**src/rtl/mcntrl_pkg.sv**
```systemverilog
// Shared definitions for the memory-controller channel pagers: page geometry,
// burst limits and the pager state encoding.
package mcntrl_pkg;

  localparam int NUM_PAGES = 4;
  localparam int MAX_BURST = 128;
  localparam int PAGE_W    = $clog2(NUM_PAGES);
  localparam int CNT_W     = $clog2(NUM_PAGES + 1);
  localparam int BURST_W   = $clog2(MAX_BURST + 1);

  typedef enum logic [1:0] {
    ST_IDLE       = 2'd0,
    ST_WAIT_GRANT = 2'd1,
    ST_PRE        = 2'd2,
    ST_READ       = 2'd3
  } pager_state_e;

  // A programmed length of zero encodes a full page.
  function automatic logic [BURST_W-1:0] burst_words(input logic [7:0] len);
    return (len == 8'd0) ? BURST_W'(MAX_BURST) : BURST_W'(len);
  endfunction

endpackage

```
**src/rtl/mcntrl_page_cnt.sv**
```systemverilog
// Saturating up/down page-occupancy counter with a sticky overflow flag;
// shared by the write- and read-channel pagers.
module mcntrl_page_cnt
  import mcntrl_pkg::*;
#(
  parameter int DEPTH = NUM_PAGES,
  parameter int CW    = $clog2(DEPTH + 1)
) (
  input  logic          clk,
  input  logic          clr_i,
  input  logic          inc_i,
  input  logic          dec_i,
  output logic [CW-1:0] count_o,
  output logic          overflow_o
);

  logic [CW-1:0] cnt_q, cnt_d;
  logic          ovf_q, ovf_d;

  always_comb begin
    cnt_d = cnt_q;
    ovf_d = ovf_q;
    if (clr_i) begin
      cnt_d = '0;
      ovf_d = 1'b0;
    end else if (inc_i && !dec_i) begin
      // A fill arriving with every page occupied is lost; remember it.
      if (cnt_q == CW'(DEPTH)) ovf_d = 1'b1;
      else                     cnt_d = cnt_q + CW'(1);
    end else if (dec_i && !inc_i && (cnt_q != '0)) begin
      cnt_d = cnt_q - CW'(1);
    end
  end

  // clr_i carries the synchronous reset as well as the channel flush.
  always_ff @(posedge clk) begin
    cnt_q <= cnt_d;
    ovf_q <= ovf_d;
  end

  assign count_o    = cnt_q;
  assign overflow_o = ovf_q;

endmodule

```
**src/rtl/mcntrl_wbuf_pager.sv**
```systemverilog
// Write-channel buffer page scheduler: requests the arbiter for each filled
// page, resets the buffer read address, then streams one page out with rd.
module mcntrl_wbuf_pager
  import mcntrl_pkg::*;
#(
  parameter int START_DLY = 2
) (
  input  logic             mclk,
  input  logic             mrst,
  input  logic             chn_en,
  input  logic             page_written,
  input  logic [7:0]       burst_len,
  output logic             want,
  input  logic             grant,
  output logic [PAGE_W-1:0] rpage,
  output logic             raddr_reset,
  output logic             rd,
  output logic             busy,
  output logic [CNT_W-1:0] pages_full,
  output logic             page_released,
  output logic             overflow
);

  pager_state_e        state_q, state_d;
  logic [3:0]          dly_q, dly_d;
  logic [BURST_W-1:0]  words_q, words_d;
  logic [PAGE_W-1:0]   rpage_q, rpage_d;
  logic                rel_q, rel_d;
  logic                flush;
  logic                pages_pending;

  assign flush = mrst || !chn_en;

  mcntrl_page_cnt #(
    .DEPTH (NUM_PAGES),
    .CW    (CNT_W)
  ) u_page_cnt (
    .clk        (mclk),
    .clr_i      (flush),
    .inc_i      (page_written),
    .dec_i      (rel_q),
    .count_o    (pages_full),
    .overflow_o (overflow)
  );

  // The counter only drops at the end of the release cycle, so look ahead
  // there to avoid requesting an empty buffer or adding an extra idle cycle.
  assign pages_pending = rel_q ? ((pages_full > CNT_W'(1)) || page_written)
                               : (pages_full != '0);

  // NOTE: every variable gets a default at the top of a combinational block so
  // no path leaves it unassigned, which would otherwise infer a latch.
  always_comb begin
    state_d = state_q;
    dly_d   = dly_q;
    words_d = words_q;
    rpage_d = rpage_q;
    rel_d   = 1'b0;
    if (rel_q) rpage_d = rpage_q + PAGE_W'(1);
    unique case (state_q)
      ST_IDLE: begin
        if (pages_pending) state_d = ST_WAIT_GRANT;
      end
      ST_WAIT_GRANT: begin
        if (grant) begin
          state_d = ST_PRE;
          dly_d   = 4'(START_DLY);
          words_d = burst_words(burst_len);
        end
      end
      ST_PRE: begin
        if (dly_q == 4'd0) state_d = ST_READ;
        else               dly_d   = dly_q - 4'd1;
      end
      ST_READ: begin
        words_d = words_q - BURST_W'(1);
        if (words_q == BURST_W'(1)) begin
          state_d = ST_IDLE;
          rel_d   = 1'b1;
        end
      end
      default: state_d = ST_IDLE;
    endcase
    // Disabling the channel abandons the page in flight without releasing it.
    if (!chn_en) begin
      state_d = ST_IDLE;
      dly_d   = '0;
      words_d = '0;
      rpage_d = '0;
      rel_d   = 1'b0;
    end
  end

  // NOTE: state registers use non-blocking assignments so every flop samples
  // the pre-edge values regardless of statement order.
  always_ff @(posedge mclk) begin
    if (mrst) begin
      state_q <= ST_IDLE;
      dly_q   <= '0;
      words_q <= '0;
      rpage_q <= '0;
      rel_q   <= 1'b0;
    end else begin
      state_q <= state_d;
      dly_q   <= dly_d;
      words_q <= words_d;
      rpage_q <= rpage_d;
      rel_q   <= rel_d;
    end
  end

  // raddr_reset only on the first PRE cycle, so it can never overlap rd.
  always_comb begin
    want          = (state_q == ST_WAIT_GRANT);
    raddr_reset   = (state_q == ST_PRE) && (dly_q == 4'(START_DLY));
    rd            = (state_q == ST_READ);
    busy          = (state_q != ST_IDLE);
    page_released = rel_q;
    rpage         = rpage_q;
  end

endmodule
```
**config.mk**
```make
export PLATFORM = sky130hd
export DESIGN_NAME = mcntrl_wbuf_pager
export DESIGN_NICKNAME = d
export VERILOG_FILES = /design/src/rtl/mcntrl_pkg.sv /design/src/rtl/mcntrl_page_cnt.sv /design/src/rtl/mcntrl_wbuf_pager.sv
export SDC_FILE = /design/constraint.sdc
export NUM_CORES = 1
export LEC_CHECK = 0
export BUFFER_PORTS_ARGS = -buffer_cell sky130_fd_sc_hd__buf_2
export CORE_MARGIN = 2
export CORE_UTILIZATION = 50
export CTS_BUF_LIST = sky130_fd_sc_hd__clkbuf_4
export CTS_CLUSTER_SIZE = 20
export DETAILED_ROUTE_END_ITERATION = 7
export GPL_TIMING_DRIVEN = 0
export PLACE_DENSITY = 0.7
export SYNTH_ARGS = -nofsm -noshare
export SYNTH_HDL_FRONTEND = slang
export SYNTH_SLANG_ARGS = --single-unit
export TNS_END_PERCENT = 30
```
**constraint.sdc**
```tcl
create_clock -name mclk -period 1.9 [get_ports mclk]
set_input_delay 0 -clock mclk [delete_from_list [all_inputs] [get_ports mclk]]
set_output_delay 0 -clock mclk [all_outputs]
set_load 0.01 [all_outputs]
```
==> metrics.cfg <==
[clocking]
cts_setup_buffers = 0
cts_root_buffer = clkbuf_4
htreeDepth = 1
tritoncts = done
cts.sinks = 21
clock_latency_ns = 0.31
cts_buffers = 3
clkTransAtPathRegs_ns = 0.12
postCtsHoldBufs = 0
cts_buffer_depth = 2
cts_resized = 0

[global_route]
grt_max_degree = 13
grtUsageTotal_pct = 21.3
grt_remaining_overflow = 0
grt_pass1_vias = 1238
antenna_found_initial = 0
grt_pass1_wl_um = 5520

[detailed_routing]
wl_um = 3090
antenna_left = 0
drc = 0
routedWlPerCell_um = 13.6
dr.pass1.iters = 4
via_count = 1313
vias_per_cell = 5.78
drtIter0Drc = 81

[floorplanning]
start_util_pct = 51.6
core_sq_um = 2710
die_w_um = 56.9
die_h_um = 56.9
dieArea_sq_um = 3230
rows = 19
io_pins = 24

[placed_design]
gp_congestion = 0.852
place_ws_ns = -0.00169
dp_hpwl_um = 2340
port_buffers = 23

[cells_and_area]
drive_gt1_share_pct = 20.9
area_growth_pct = 13.2
fin_nets = 222
diodes = 0
fillCellCount = 267

[timing]
max-slew-margin-rel_pct = 61.9
final_hold_viol_count = 0
fmax_ghz = 0.567
grt_setup_unrepaired = no
post-route-period-util_pct = 92.8
fin_ws_ns = 0.137
tightest_slew_ns = 0.560
min_period_ns = 1.76
setup_tns_ns = 0
timing.hold.ws_ns = 0.0324
slew_viol_final = 0
skew_ns = 0.00538
setup_viol = 0

[yosys]
synth_most_common_cell = dfxtp_1
synth_edf_count = 0
synthFlopType = dfxtp_1
synth_warnings = 0
yosysUniqueCellTypes = 44
ys_top_cells_by_count = dfxtp_1 (21), nor2_1 (20), a21oi_1 (13)
synth_area_leaders = dfxtp_1 (30%), ha_1 (11%), nor2_1 (5.4%), a21oi_1 (4.7%), inv_1 (3.2%)
syn_area_sq_um = 1400
syn_area_per_cell_sq_um = 8.22
synth_seq_area_share_pct = 30.1
yosysTopAreaCell = dfxtp_1
synth_cells = 170
yosysTopAreaCellShare_pct = 30.1
synth-seq-cells = 21
synth_nets = 195
async_flop_share_pct = 0

[power_and_ir_drop]
p_clk_share_pct = 27.0
fin_total_pwr_uw = 807
p_switching_uw = 221
internal_power_uw = 586
cellLeakagePower_uw = 0.000662
p_comb_share_pct = 16.5
switching_share_pct = 27.3
p_seq_share_pct = 56.5
vdd_ir_drop_max_mv = 0.412
powerDensity_nw_per_um2 = 510

[setup_path]
crit_type = flip-flop to flip-flop
critPathArrivalTime_ns = 1.98
r2r_cells = 5
critPathLaunchType = flip-flop
cp_max_fo = 10
cp.required_ns = 2.12
critPathCaptureType = flip-flop

[run]
max_cap_viol_count = 0

[min_path]
min_path_type = primary input to flip-flop
min_delay_path_depth = 3

[outcome]
status = completed

logic make-up after synthesis:
logic type / after synthesis / synth area share [%]
and+or+nand+nor: 67 / 27.1
AOI/OAI and AO/OA: 41 / 19.9
DFF: 21 / 30.1
buffers and inverters: 19 / 5.37
adders and majority gates: 12 / 10.7
xor gates and xnor gates: 5 / 3.13
muxes: 5 / 3.67
area by class of cell:
type,instances,area [sq um],area share (%)
inverters,12,45.0,2.85
clock inverters,1,5.00,0.316
repair buffers,23,115,7.28
clock buffers,3,22.5,1.42
multi-input cells,130,906,57.3
flip-flops and latches,21,423,26.7
plain buffers,6,26.3,1.66
well taps,31,38.8,2.45
cell usage in the layout (no fill, tap or decap), types with 3 or more instances in the layout:
cell / count
clkbuf_4: 3
buf_2: 26
nand3_1: 3
xnor2_1: 4
a31oi_1: 4
nor4_1: 3
nand2b_1: 4
nor3b_1: 3
ha_1: 12
a21oi_1: 13
nor2b_1: 6
dfxtp_1: 19
nor2_1: 20
o21ai_0: 6
clkbuf_1: 3
a211oi_1: 3
nand2_1: 11
inv_1: 12
mux2i_1: 3
nor3_1: 6
metrics by stage:
step | utilization, % | area (sq um) | cells
2_1_floorplan | - | 1400 | 170
3_3_place_gp | 57.2 | 1550 | 224
3_5_place_dp | 57.2 | 1550 | 224
4_1_cts | 58.3 | 1580 | 228
5_1_grt | 58.4 | 1580 | 227
6_report | 58.4 | 1580 | 227
worst paths after layout:
path,start,end,slack (ns)
worst min register to register,u_page_cnt.overflow_o,u_page_cnt.overflow_o,0.48
worst min-delay path,burst_len[7],words_q[7],0.03
worst max register to register,state_q[1],words_q[4],0.14
worst max-delay path,state_q[1],words_q[4],0.14
state kept, by name (all words and copies together), names as in the netlist:
signal,count
dly_q,4
page_released,1
rpage,2
state_q,2
u_page_cnt.count_o,3
u_page_cnt.overflow_o,1
words_q,8
power by group through the flow:
stage | clock (uW) | combinational [uW] | sequential, uW
floorplan | 0 | 90.5 | 465
global placement | 0 | 127 | 465
detailed placement | 0 | 132 | 465
CTS | 232 | 133 | 455
global route | 251 | 151 | 457
finish | 218 | 133 | 456
layer usage:
layer | vias to the layer above | GRT usage, % | wire [um]
li1 | 664 | - | -
met3 | 2 | 5.07 | 123
met2 | 27 | 34.2 | 1450
met5 | - | 0 | 0
met4 | 0 | 5.65 | 21
met1 | 620 | 28.7 | 1500
critical path, cell delays in order (launching register included):
cell,delay [ns]
dfxtp_1,0.36
inv_1,0.09
ha_1,0.29
mux2i_2,0.56
a21oi_1,0.09
o221a_2,0.28
No activity file was read; power rests on OpenSTA's default activity.
